### src/rtl/issuemult_sched.sv
// Multiplier issue scheduler: collapsing reservation queue with CDB wakeup,
// oldest-ready-first issue and a fixed-latency completion tracker.
module issuemult_sched #(
  parameter int unsigned DEPTH   = 4,
  parameter int unsigned LATENCY = 3
) (
  input  logic        clk,
  input  logic        reset,
  input  logic        disp_valid,
  output logic        disp_ready,
  input  logic [15:0] disp_rsdata,
  input  logic [15:0] disp_rtdata,
  input  logic        disp_rsvalid,
  input  logic        disp_rtvalid,
  input  logic [5:0]  disp_rstag,
  input  logic [5:0]  disp_rttag,
  input  logic [5:0]  disp_rdtag,
  input  logic        cdb_valid,
  input  logic [5:0]  cdb_tag,
  input  logic [31:0] cdb_data,
  input  logic        flush,
  output logic [15:0] issuemult_rsdata,
  output logic [15:0] issuemult_rtdata,
  output logic [5:0]  issuemult_rdtag,
  output logic        issue_valid,
  output logic        done_valid,
  output logic [5:0]  done_tag
);

  localparam int unsigned CntW = $clog2(DEPTH + 1);
  localparam int unsigned IdxW = (DEPTH > 1) ? $clog2(DEPTH) : 1;

  typedef struct packed {
    logic        valid;
    logic [15:0] rs_data;
    logic [15:0] rt_data;
    logic        rs_rdy;
    logic        rt_rdy;
    logic [5:0]  rs_tag;
    logic [5:0]  rt_tag;
    logic [5:0]  rd_tag;
  } entry_t;

  entry_t          ent_q [DEPTH];
  entry_t          ent_d [DEPTH];
  entry_t          woken [DEPTH];
  entry_t          disp_ent;
  logic [DEPTH-1:0] rdy;
  logic [IdxW-1:0] sel;
  logic            any_rdy;
  logic            issue_fire;
  logic            disp_fire;
  logic [CntW-1:0] count;
  logic [CntW-1:0] wr_idx;

  logic            iss_valid_q;
  logic [15:0]     iss_rs_q;
  logic [15:0]     iss_rt_q;
  logic [5:0]      iss_rd_q;
  logic [LATENCY-1:0] pipe_v_q;
  logic [5:0]      pipe_tag_q [LATENCY];

  logic            unused_cdb_hi;
  assign unused_cdb_hi = ^cdb_data[31:16];

  // Capture a broadcast value into any operand still waiting on that tag.
  function automatic entry_t wake(input entry_t e, input logic cv, input logic [5:0] ct,
                                  input logic [15:0] cd);
    entry_t r;
    r = e;
    if (cv && !r.rs_rdy && (r.rs_tag == ct)) begin
      r.rs_data = cd;
      r.rs_rdy  = 1'b1;
    end
    if (cv && !r.rt_rdy && (r.rt_tag == ct)) begin
      r.rt_data = cd;
      r.rt_rdy  = 1'b1;
    end
    return r;
  endfunction

  always_comb begin
    rdy     = '0;
    sel     = '0;
    count   = '0;
    for (int i = int'(DEPTH) - 1; i >= 0; i--) begin
      rdy[i] = ent_q[i].valid & ent_q[i].rs_rdy & ent_q[i].rt_rdy;
      if (rdy[i]) sel = IdxW'(i);
      count = count + CntW'(ent_q[i].valid);
    end
    any_rdy    = |rdy;
    issue_fire = any_rdy & ~flush;
    disp_ready = (count < CntW'(DEPTH)) | issue_fire;
    disp_fire  = disp_valid & disp_ready & ~flush;
    wr_idx     = count - CntW'(issue_fire);
  end

  always_comb begin
    disp_ent = '{valid:   1'b1,
                 rs_data: disp_rsdata,
                 rt_data: disp_rtdata,
                 rs_rdy:  disp_rsvalid,
                 rt_rdy:  disp_rtvalid,
                 rs_tag:  disp_rstag,
                 rt_tag:  disp_rttag,
                 rd_tag:  disp_rdtag};
    disp_ent = wake(disp_ent, cdb_valid, cdb_tag, cdb_data[15:0]);
    for (int j = 0; j < int'(DEPTH); j++) begin
      woken[j] = wake(ent_q[j], cdb_valid, cdb_tag, cdb_data[15:0]);
      ent_d[j] = woken[j];
    end
    // Entries above the issued slot slide down by one.
    for (int j = 0; j < int'(DEPTH) - 1; j++) begin
      if (issue_fire && (IdxW'(j) >= sel)) ent_d[j] = woken[j+1];
    end
    if (issue_fire) ent_d[DEPTH-1] = '0;
    for (int j = 0; j < int'(DEPTH); j++) begin
      if (disp_fire && (wr_idx == CntW'(j))) ent_d[j] = disp_ent;
    end
    if (flush) begin
      for (int j = 0; j < int'(DEPTH); j++) ent_d[j].valid = 1'b0;
    end
  end

  always_ff @(posedge clk or negedge reset) begin
    if (!reset) begin
      for (int i = 0; i < int'(DEPTH); i++) ent_q[i] <= '0;
      iss_valid_q <= 1'b0;
      iss_rs_q    <= '0;
      iss_rt_q    <= '0;
      iss_rd_q    <= '0;
      pipe_v_q    <= '0;
      for (int k = 0; k < int'(LATENCY); k++) pipe_tag_q[k] <= '0;
    end else begin
      for (int i = 0; i < int'(DEPTH); i++) ent_q[i] <= ent_d[i];
      iss_valid_q <= issue_fire;
      if (issue_fire) begin
        iss_rs_q <= ent_q[sel].rs_data;
        iss_rt_q <= ent_q[sel].rt_data;
        iss_rd_q <= ent_q[sel].rd_tag;
      end
      // Fed from the registered issue so done lands LATENCY cycles after issue_valid.
      pipe_v_q[0]   <= iss_valid_q & ~flush;
      pipe_tag_q[0] <= iss_rd_q;
      for (int k = 1; k < int'(LATENCY); k++) begin
        pipe_v_q[k]   <= pipe_v_q[k-1] & ~flush;
        pipe_tag_q[k] <= pipe_tag_q[k-1];
      end
    end
  end

  assign issue_valid      = iss_valid_q;
  assign issuemult_rsdata = iss_rs_q;
  assign issuemult_rtdata = iss_rt_q;
  assign issuemult_rdtag  = iss_rd_q;
  assign done_valid       = pipe_v_q[LATENCY-1];
  assign done_tag         = pipe_tag_q[LATENCY-1];

endmodule

### config.mk
export PLATFORM = sky130hd
export DESIGN_NAME = issuemult_sched
export DESIGN_NICKNAME = d
export VERILOG_FILES = /design/src/rtl/issuemult_sched.sv
export SDC_FILE = /design/constraint.sdc
export NUM_CORES = 1
export LEC_CHECK = 0
export ABC_AREA = 1
export CAP_MARGIN = 0
export CORE_UTILIZATION = 59
export CTS_CLUSTER_DIAMETER = 200
export CTS_CLUSTER_SIZE = 16
export DETAILED_ROUTE_END_ITERATION = 12
export GPL_ROUTABILITY_DRIVEN = 1
export PLACE_DENSITY = 0.88
export SLEW_MARGIN = 10
export SYNTH_ARGS = -nofsm -noshare
export SYNTH_HDL_FRONTEND = slang
export SYNTH_SLANG_ARGS = --single-unit
### constraint.sdc
create_clock -name clk -period 3.5 [get_ports clk]
set_input_delay 0.525 -clock clk [delete_from_list [all_inputs] [get_ports clk]]
set_output_delay 0.525 -clock clk [all_outputs]
set_load 0.02 [all_outputs]
Yosys cells after proc, flatten, opt, wreduce, memory -nomap -nowiden --
Index checks and enable logic that the tools add are counted.
Cells by class: equality and inequality tests 13, magnitude comparators 5, add/subtract/negate cells 4, bitwise gates (word level) 17, reductions and logical operators 49, mux-type cells 39
Operators with widths (number):
- $mux W53 | 8
- $mux W16 | 10
- $bmux W53 S2 | 1
- $mux W52 | 2
- $eq A6 B6 Y1 | 10
- $logic_and A1 B1 Y1 | 27
- $reduce_bool A3 Y1 | 6
- $and A1 B1 Y1 | 14
- $mux W1 | 14
- $logic_not A1 Y1 | 10
- $mux W2 | 4
- $reduce_bool A2 Y1 | 4
- $eq A3 B2 Y1 const B | 2
- $ge A1 B2 Y1 const A | 2
- $reduce_or A4 Y1 | 1
- $add A2 B1 Y3 | 1
- $add A3 B1 Y3 | 1
- $eq A3 B1 Y1 const B | 1
- $ge A3 B3 Y1 const B | 1
- $logic_not A3 Y1 | 1
- $lt A3 B3 Y1 const B | 1
- $not A2 Y3 | 1
- $sub A3 B1 Y3 | 1
- $add A1 B1 Y2 | 1
- 3 further kinds | 3
Storage, ports and cells: output and inout bits 47, logic and storage cells 167, register bits 272

Depth between registers and ports, before layout --
Gate-level depths: netlist (run 1).
depth after elaboration 11, depth in mapped cells 18

Least setup slack after synthesis (run 1) --
OpenSTA, ideal clock, no wires.
path kind register to register, start point register ent_q[52] (netlist name), end point register ent_q[196] (netlist name), data required time 3382 ps, clock period less this slack 2903 ps, arrival 2785 ps, slack 597 ps, setup time 118 ps, cell stages (with the launch flop) 17, cell sequence dfrtp_1 > inv_1 > fa_1 > inv_1 > ha_1 > inv_1 > ha_1 > ha_1 > inv_1 > nor3_1 > inv_1 > nor2_1 > buf_2 > buf_2 > nand2_1 > nand3_1 > nand2_1
Between the ends: longest elaborated chain between the ends 10, elaborated cells on any way between the ends 23, those cells by class add/sub: 4; order compare: 2; mux: 6; bitwise: 6; reduce/logical: 5
RTL lines:
- parallel branches: the longest is 10 deep, another holds $add A2 B1 Y3
Parallel ways; which one is timed is not known. The select of a mux whose other input is x is not followed. A chain may end at the register's enable or synchronous reset.

Worst setup path in the final report (run 1) --
start point register ent_q[52] (netlist name), end point output disp_ready
Between the ends: longest elaborated chain between the ends 5, elaborated cells on any way between the ends 9, those cells by class add/sub: 3; order compare: 1; bitwise: 4; reduce/logical: 1
RTL lines:
- $add A1 B1 Y2 / $and A1 B1 Y1 (equally long branches) | line 89, 87
- $add A2 B1 Y3 / $and A1 B1 Y1 (equally long branches) | line 89, 87
- $add A3 B1 Y3 / $reduce_or A4 Y1 (equally long branches) | line 89, 91
- $lt A3 B3 Y1 / $and A1 B1 Y1 (equally long branches) | line 93, 92
- $or A1 B1 Y1 * | line 93 | disp_ready = (count < CntW'(DEPTH)) | issue_fire;
- end, declared | line 10 | output logic disp_ready,
Mark *: on every way between the ends. The rest lies on a longest branch, timed or not.

==> results of run 1 <==
-- logic make-up after synthesis --
family | synth area share
fa+ha+maj | 0.00426
simple gates | 0.342
buf+inv | 0.0971
xor+xnor | 0.0107
compound gates | 0.132
flops | 0.414
-- power by group through the flow --
stage          combinational, W  clock [W]  sequential (W)
2_1_floorplan           0.00421          0         0.00536
3_3_place_gp            0.00602          0         0.00527
3_5_place_dp            0.00625          0         0.00533
4_1_cts                 0.00630    0.00219         0.00528
5_1_grt                 0.00709    0.00229         0.00544
6_report                0.00645    0.00219         0.00530
-- through the flow --
step                      utilization  cell area [um^2]  hold slack (ns)  cells  power [W]
after floorplan                     -             16400            0.229   2244    0.00957
after global placement          0.661             18000            0.334   2650     0.0113
after detailed placement        0.661             18000            0.335   2650     0.0116
after CTS                       0.680             18500           0.0514   2671     0.0138
after global routing            0.680             18500           0.0941   2671     0.0148
final                           0.681             18500         -0.00319   2672     0.0139
-- per-layer routing --
layer | share of wire | vias to the layer above | track usage
li1 | - | 7572 | -
met1 | 0.37 | 7886 | 0.496
met2 | 0.44 | 1306 | 0.583
met3 | 0.14 | 279 | 0.0980
met4 | 0.054 | 0 | 0.204
met5 | 0 | - | 0
-- sequential cells by signal, indices dropped and copies added, names as in the netlist --
name              count
done_tag              6
ent_q               212
issue_valid           1
issuemult_rdtag       6
issuemult_rsdata     16
issuemult_rtdata     16
pipe_tag_q           12
pipe_v_q              3
-- cells in the final DEF (no fill, tap or decap), types with 18 or more instances in the layout --
cell type and n:
clkdlybuf4s50_1 124, o211ai_1 122, o21ai_1 48, dfrtp_1 272, nor2_1 69, nand4_1 71, o22ai_1 18, nand3_1 336
inv_1 186, nand2_1 664, clkbuf_16 21, buf_4 52, o21ai_0 109, a21oi_1 25, nand2_2 59
-- final timing paths --
| path | start | to | depth (start not counted) |
|---|---|---|---|
| worst max register to register | ent_q[52] | ent_q[172] | 15 |
| worst min register to register | pipe_tag_q[17] | pipe_tag_q[11] | 0 |
| min in group clk | pipe_tag_q[17] | pipe_tag_q[11] | 0 |
| max in group asynchronous | reset | issuemult_rsdata[11] | 2 |
| worst max-delay path | ent_q[52] | disp_ready | 7 |
| worst min-delay path | reset | ent_q[65] | 1 |
-- critical path, stage by stage (launching register included) --
cell and delay [ns]:
dfrtp_1 0.40, inv_1 0.10, fa_1 0.54, inv_1 0.05, ha_1 0.18, ha_1 0.25, nand2_2 0.15, clkdlybuf4s50_1 0.62
-- Yosys cell counts, drive strengths merged --
cell,instances,area (um^2)
a21oi,33,195
a31o,1,8.76
a31oi,2,12.5
buf,104,651
clkbuf,49,185
dfrtp,272,6810
fa,1,20.0
ha,4,50.1
inv,202,761
nand2,727,2890
nand3,342,1760
nand3b,2,15.0
nand4,73,469
nor2,85,367
nor3,11,115
o211ai,122,916
o21a,16,120
o21ai,158,795
o221ai,1,8.76
o22ai,18,113
or2,1,6.26
xnor2,4,35.0
xor2,16,140
-- layout make-up --
cell class              instances  area, um^2  area share
well taps                     372         465      0.0252
diodes                          1        2.50    0.000135
repair buffers                187        1850      0.0999
multi-input cells            1617        8090       0.437
clock buffers                  21         526      0.0284
inverters                     202         761      0.0411
flip-flops and latches        272        6810       0.368
-- what timing repair did --
item | 4_1_cts | 5_1_grt
setup buffers | 0 | 0
endpoints found under the hold margin | 0 | 0
gates resized for setup | 0 | 2
setup endpoints to repair | 0 | 30
==> results.cfg, run 1 <==
[route]
wl_per_cell_um = 20.1
dr.pass1.iters = 6
drt_iter0_markers = 2364
via_count = 17000
routed_wl_mm = 53.8
ant_nets = 0
via_per_inst = 6.38
drc = 0

[finish]
layout.nets = 2400
area_growth_pct = 12.5
fillers = 2251
layout-drive-gt1-share = 0.0892

[run]
max_cap_viol_count = 0

[worst_setup_path]
worstPathRequired_ns = 2.97
rrSetupSlack_ns = 0.18
worstPathArrival_ns = 2.82
critPathKind = reg -> out
cp-start-kind = register
cp-end-kind = primary output
path_max_fanout = 4

[pwr]
p_sw_frac = 0.428
p_int_w = 0.00798
clkPwrFrac = 0.157
p_per_area_mw_per_mm2 = 753
leakage_nw = 8.98
sequentialPowerShare = 0.380
combPwrFrac = 0.463
peakVddDrop_v = 0.000422
p_switching_w = 0.00596

[cts]
cts_inserted_buffers = 20
cts.sinks = 272
cts_tree = yes
cts_buffer_depth = 3
ctsRootBufferMaster = clkbuf_16
hold_buffers = 0
ctsHtreeMaxLevel = 1
clock_latency_ns = 0.53
clk_pin_slew_ns = 0.08

[synth]
synth_area_per_cell_um2 = 7.33
yosysWarnings = 0
synth_area_mm2 = 0.0164
ys_seq_elements = 272
netlist_instances = 2244
yosysUniqueCellTypes = 42
yosysSeqAreaShare = 0.414
synth_nets = 2344

[timing]
fmax_mhz = 299
finalSetupViolations = 0
relSlewSlack = 0.453
worst_slack_ns = 0.159
fin_worst_skew_ns = 0.0219
fin_setup_tns_ns = 0
hold_ws_ns = -0.00319
finalHoldViolations = 1
finalMaxSlewViolations = 0
rsz0062_at_grt = no
tightest_slew_ns = 0.820
fin_crit_sh = 0.955
finalCriticalPeriod_ns = 3.34

[placed_design]
dp_hpwl_mm = 34.9
place_congestion = 0.973
portBuffers = 125
place_ws_ns = 0.147

[die]
fp-row-count = 60
die_x_um = 169
die-area_mm2 = 0.0285
initial_core_util = 0.605
die_y_um = 169
io_pins = 142
core-area_mm2 = 0.0272

[global_routing]
grt.total_usage = 0.380
grt_pass1_vias = 16500
grt_max_degree = 94
antenna_found_initial = 0
overflow = 0
grt_pass1_wl_mm = 85.1

[run_status]
outcome = complete, but fails checks
violations = hold timing

[hold_path]
hp-class = in -> async
Note: power is estimated with default switching activity, not from simulation.
==> run 2, diff against run 1 <==
- CTS_CLUSTER_DIAMETER: 200 -> unset
==> run 2 against run 1 <==
Net effect: the run still ends with hold timing left; clock power up 60%; utilization up 2.0 points; total power up 9.8%; sequential cell count unchanged; non-clock buffer count unchanged; sequential share of layout area down 1.1 points; global-route usage up 0.77 points; critical path depth unchanged; die area unchanged; via count up 1.4%; final cell count up 1.3%; fmax down 0.93%; critical path type unchanged; critical endpoint unchanged; largest power group unchanged.
==> results.cfg, run 2 (synthesis results as in run 1) <==
[run_status]
outcome = complete, but fails checks
violations = hold timing

[finish]
area_growth_pct = 15.9
stdcell_count = 2706
fillers = 2188
top_register = ent_q
largest_reg_flops = 212
mostFrequentLayoutCell = nand2_1
diodes = 0
layout.nets = 2411
final_cell_mix = nand2_1 (664), nand3_1 (336), dfrtp_1 (272), inv_1 (186), clkdlybuf4s50_1 (124)
layout-drive-gt1-share = 0.100

[pwr]
clkPwrFrac = 0.228
p_switching_w = 0.00625
p_sw_frac = 0.409
total_power_w = 0.0153
peakVddDrop_v = 0.000588
p_per_area_mw_per_mm2 = 803
sequentialPowerShare = 0.347
p_int_w = 0.00905
leakage_nw = 9.25
combPwrFrac = 0.424

[cts]
cts_buffer_depth = 3
cts_tree = yes
hold_buffers = 0
ctsRootBufferMaster = clkbuf_16
cts.sinks = 272
clock_latency_ns = 0.57
ctsHtreeMaxLevel = 1
clk_pin_slew_ns = 0.06
cts_inserted_buffers = 31

[worst_setup_path]
rr_worst_depth = 15
critPathKind = reg -> out
crit_buf_inv = 3
worstPathRequired_ns = 2.97
cp-endpoint = disp_ready
worstPathArrival_ns = 2.85
reg2reg_from = ent_q[52]
critPathLaunch = ent_q[52]
path_max_fanout = 4
cp-start-kind = register
crit_chain = inv_1 > fa_1 > inv_1 > ha_1 > ha_1 > nand2_2 > clkdlybuf4s50_1
cpLargestDelayFamily = adder cells
rrSetupSlack_ns = 0.16
cp.depth = 7
cp_slowest_cell = clkdlybuf4s50_1
cpPeakStageDelay_ns = 0.62
r2r_end = ent_q[172]
cp-end-kind = primary output

[timing]
finalSetupViolations = 0
fin_crit_sh = 0.964
relSlewSlack = 0.456
fin_setup_tns_ns = 0
finalMaxSlewViolations = 0
rsz0062_at_grt = no
tightest_slew_ns = 0.816
finalHoldViolations = 1
hold_ws_ns = -0.00299
finalCriticalPeriod_ns = 3.37
fin_worst_skew_ns = 0.0175
fmax_mhz = 297

[placed_design]
portBuffers = 125
numPlacedInstances = 2650
place_congestion = 0.973
dp_hpwl_mm = 34.9

[route]
drt_iter0_markers = 2795
via_per_inst = 6.39
dr.pass1.iters = 6
drc = 0
via_count = 17300
routed_wl_mm = 55.1
ant_nets = 0
wl_per_cell_um = 20.4

[hold_path]
hp-class = in -> async

[global_routing]
grt_max_degree = 94
grt_pass1_wl_mm = 86.8
antenna_found_initial = 0
grt.total_usage = 0.388
overflow = 0
grt_pass1_vias = 16900

[die]
initial_core_util = 0.605
fp-row-count = 60
io_pins = 142
die-area_mm2 = 0.0285
die_x_um = 169
core-area_mm2 = 0.0272
die_y_um = 169

[run]
max_cap_viol_count = 0
[run 2: cell types whose count changed in the layout (fill, tap and decap cells not counted), moves of 3 or more]
cell        before  now
clkbuf_1         0    6
clkinv_2         0    5
clkinvlp_4       0    3
clkbuf_8         0    3
bufinv_16        0    6
clkbuf_16       21   31
[run 2: worst min-delay path by stage]
stage                          to  cells after the start  slack, ns           start
CTS                    ent_q[199]                      1       0.02           reset
floorplan             done_tag[0]                      0       0.23           reset
global route           ent_q[199]                      1       0.06           reset
finish                  ent_q[65]                      1     -0.003           reset
global placement    pipe_tag_q[6]                      0       0.33  pipe_tag_q[12]
detailed placement  pipe_tag_q[6]                      0       0.33  pipe_tag_q[12]
[run 2: power groups by stage]
| stage | Sequential [W] | Clock [W] | Combinational (W) |
|---|---|---|---|
| finish | 0.00531 | 0.00350 | 0.00649 |
| global route | 0.00545 | 0.00363 | 0.00712 |
| CTS | 0.00529 | 0.00349 | 0.00633 |
| detailed placement | 0.00533 | 0 | 0.00625 |
| global placement | 0.00527 | 0 | 0.00602 |
| floorplan | 0.00536 | 0 | 0.00421 |
[run 2: timing repair]
action	CTS	global route
resized for setup	0	2
endpoints found under the setup margin	0	30
setup buffers	0	0
[run 2: final cells by class]
| cell class | count | area, um^2 | area share |
|---|---|---|---|
| multi-input cells | 1617 | 8090 | 0.424 |
| flip-flops and latches | 272 | 6810 | 0.357 |
| repair buffers | 187 | 1850 | 0.0969 |
| inverters | 202 | 761 | 0.0399 |
| clock inverters | 16 | 245 | 0.0129 |
| well taps | 372 | 465 | 0.0244 |
| clock buffers | 40 | 840 | 0.0441 |
[run 2: stage by stage]
step	worst slack [ns]	utilization	cell area (um^2)	hold slack [ns]
2_1_floorplan	0.597	-	16400	0.229
3_3_place_gp	0.274	0.661	18000	0.334
3_5_place_dp	0.147	0.661	18000	0.335
4_1_cts	0.125	0.701	19000	0.0219
5_1_grt	0.0126	0.701	19100	0.0552
6_report	0.127	0.701	19100	-0.00299
[run 2: worst reg2reg max path: cells and delay by family (launching register included)]
family                     cells  cell delay (ns)
AOI/OAI and AO/OA              1             0.09
DFF                            1             0.39
buffers and inverters          6             0.58
adders and majority gates      4             1.34
and+or+nand+nor                4             0.79
[run 2: per-layer routing]
metal  GRT usage  part of all wire  vias to the layer above
met2       0.589              0.44                     1354
met3       0.113              0.15                      336
met5           0                 0                        -
met1       0.497              0.36                     7982
li1            -                 -                     7607
met4       0.219             0.058                        0
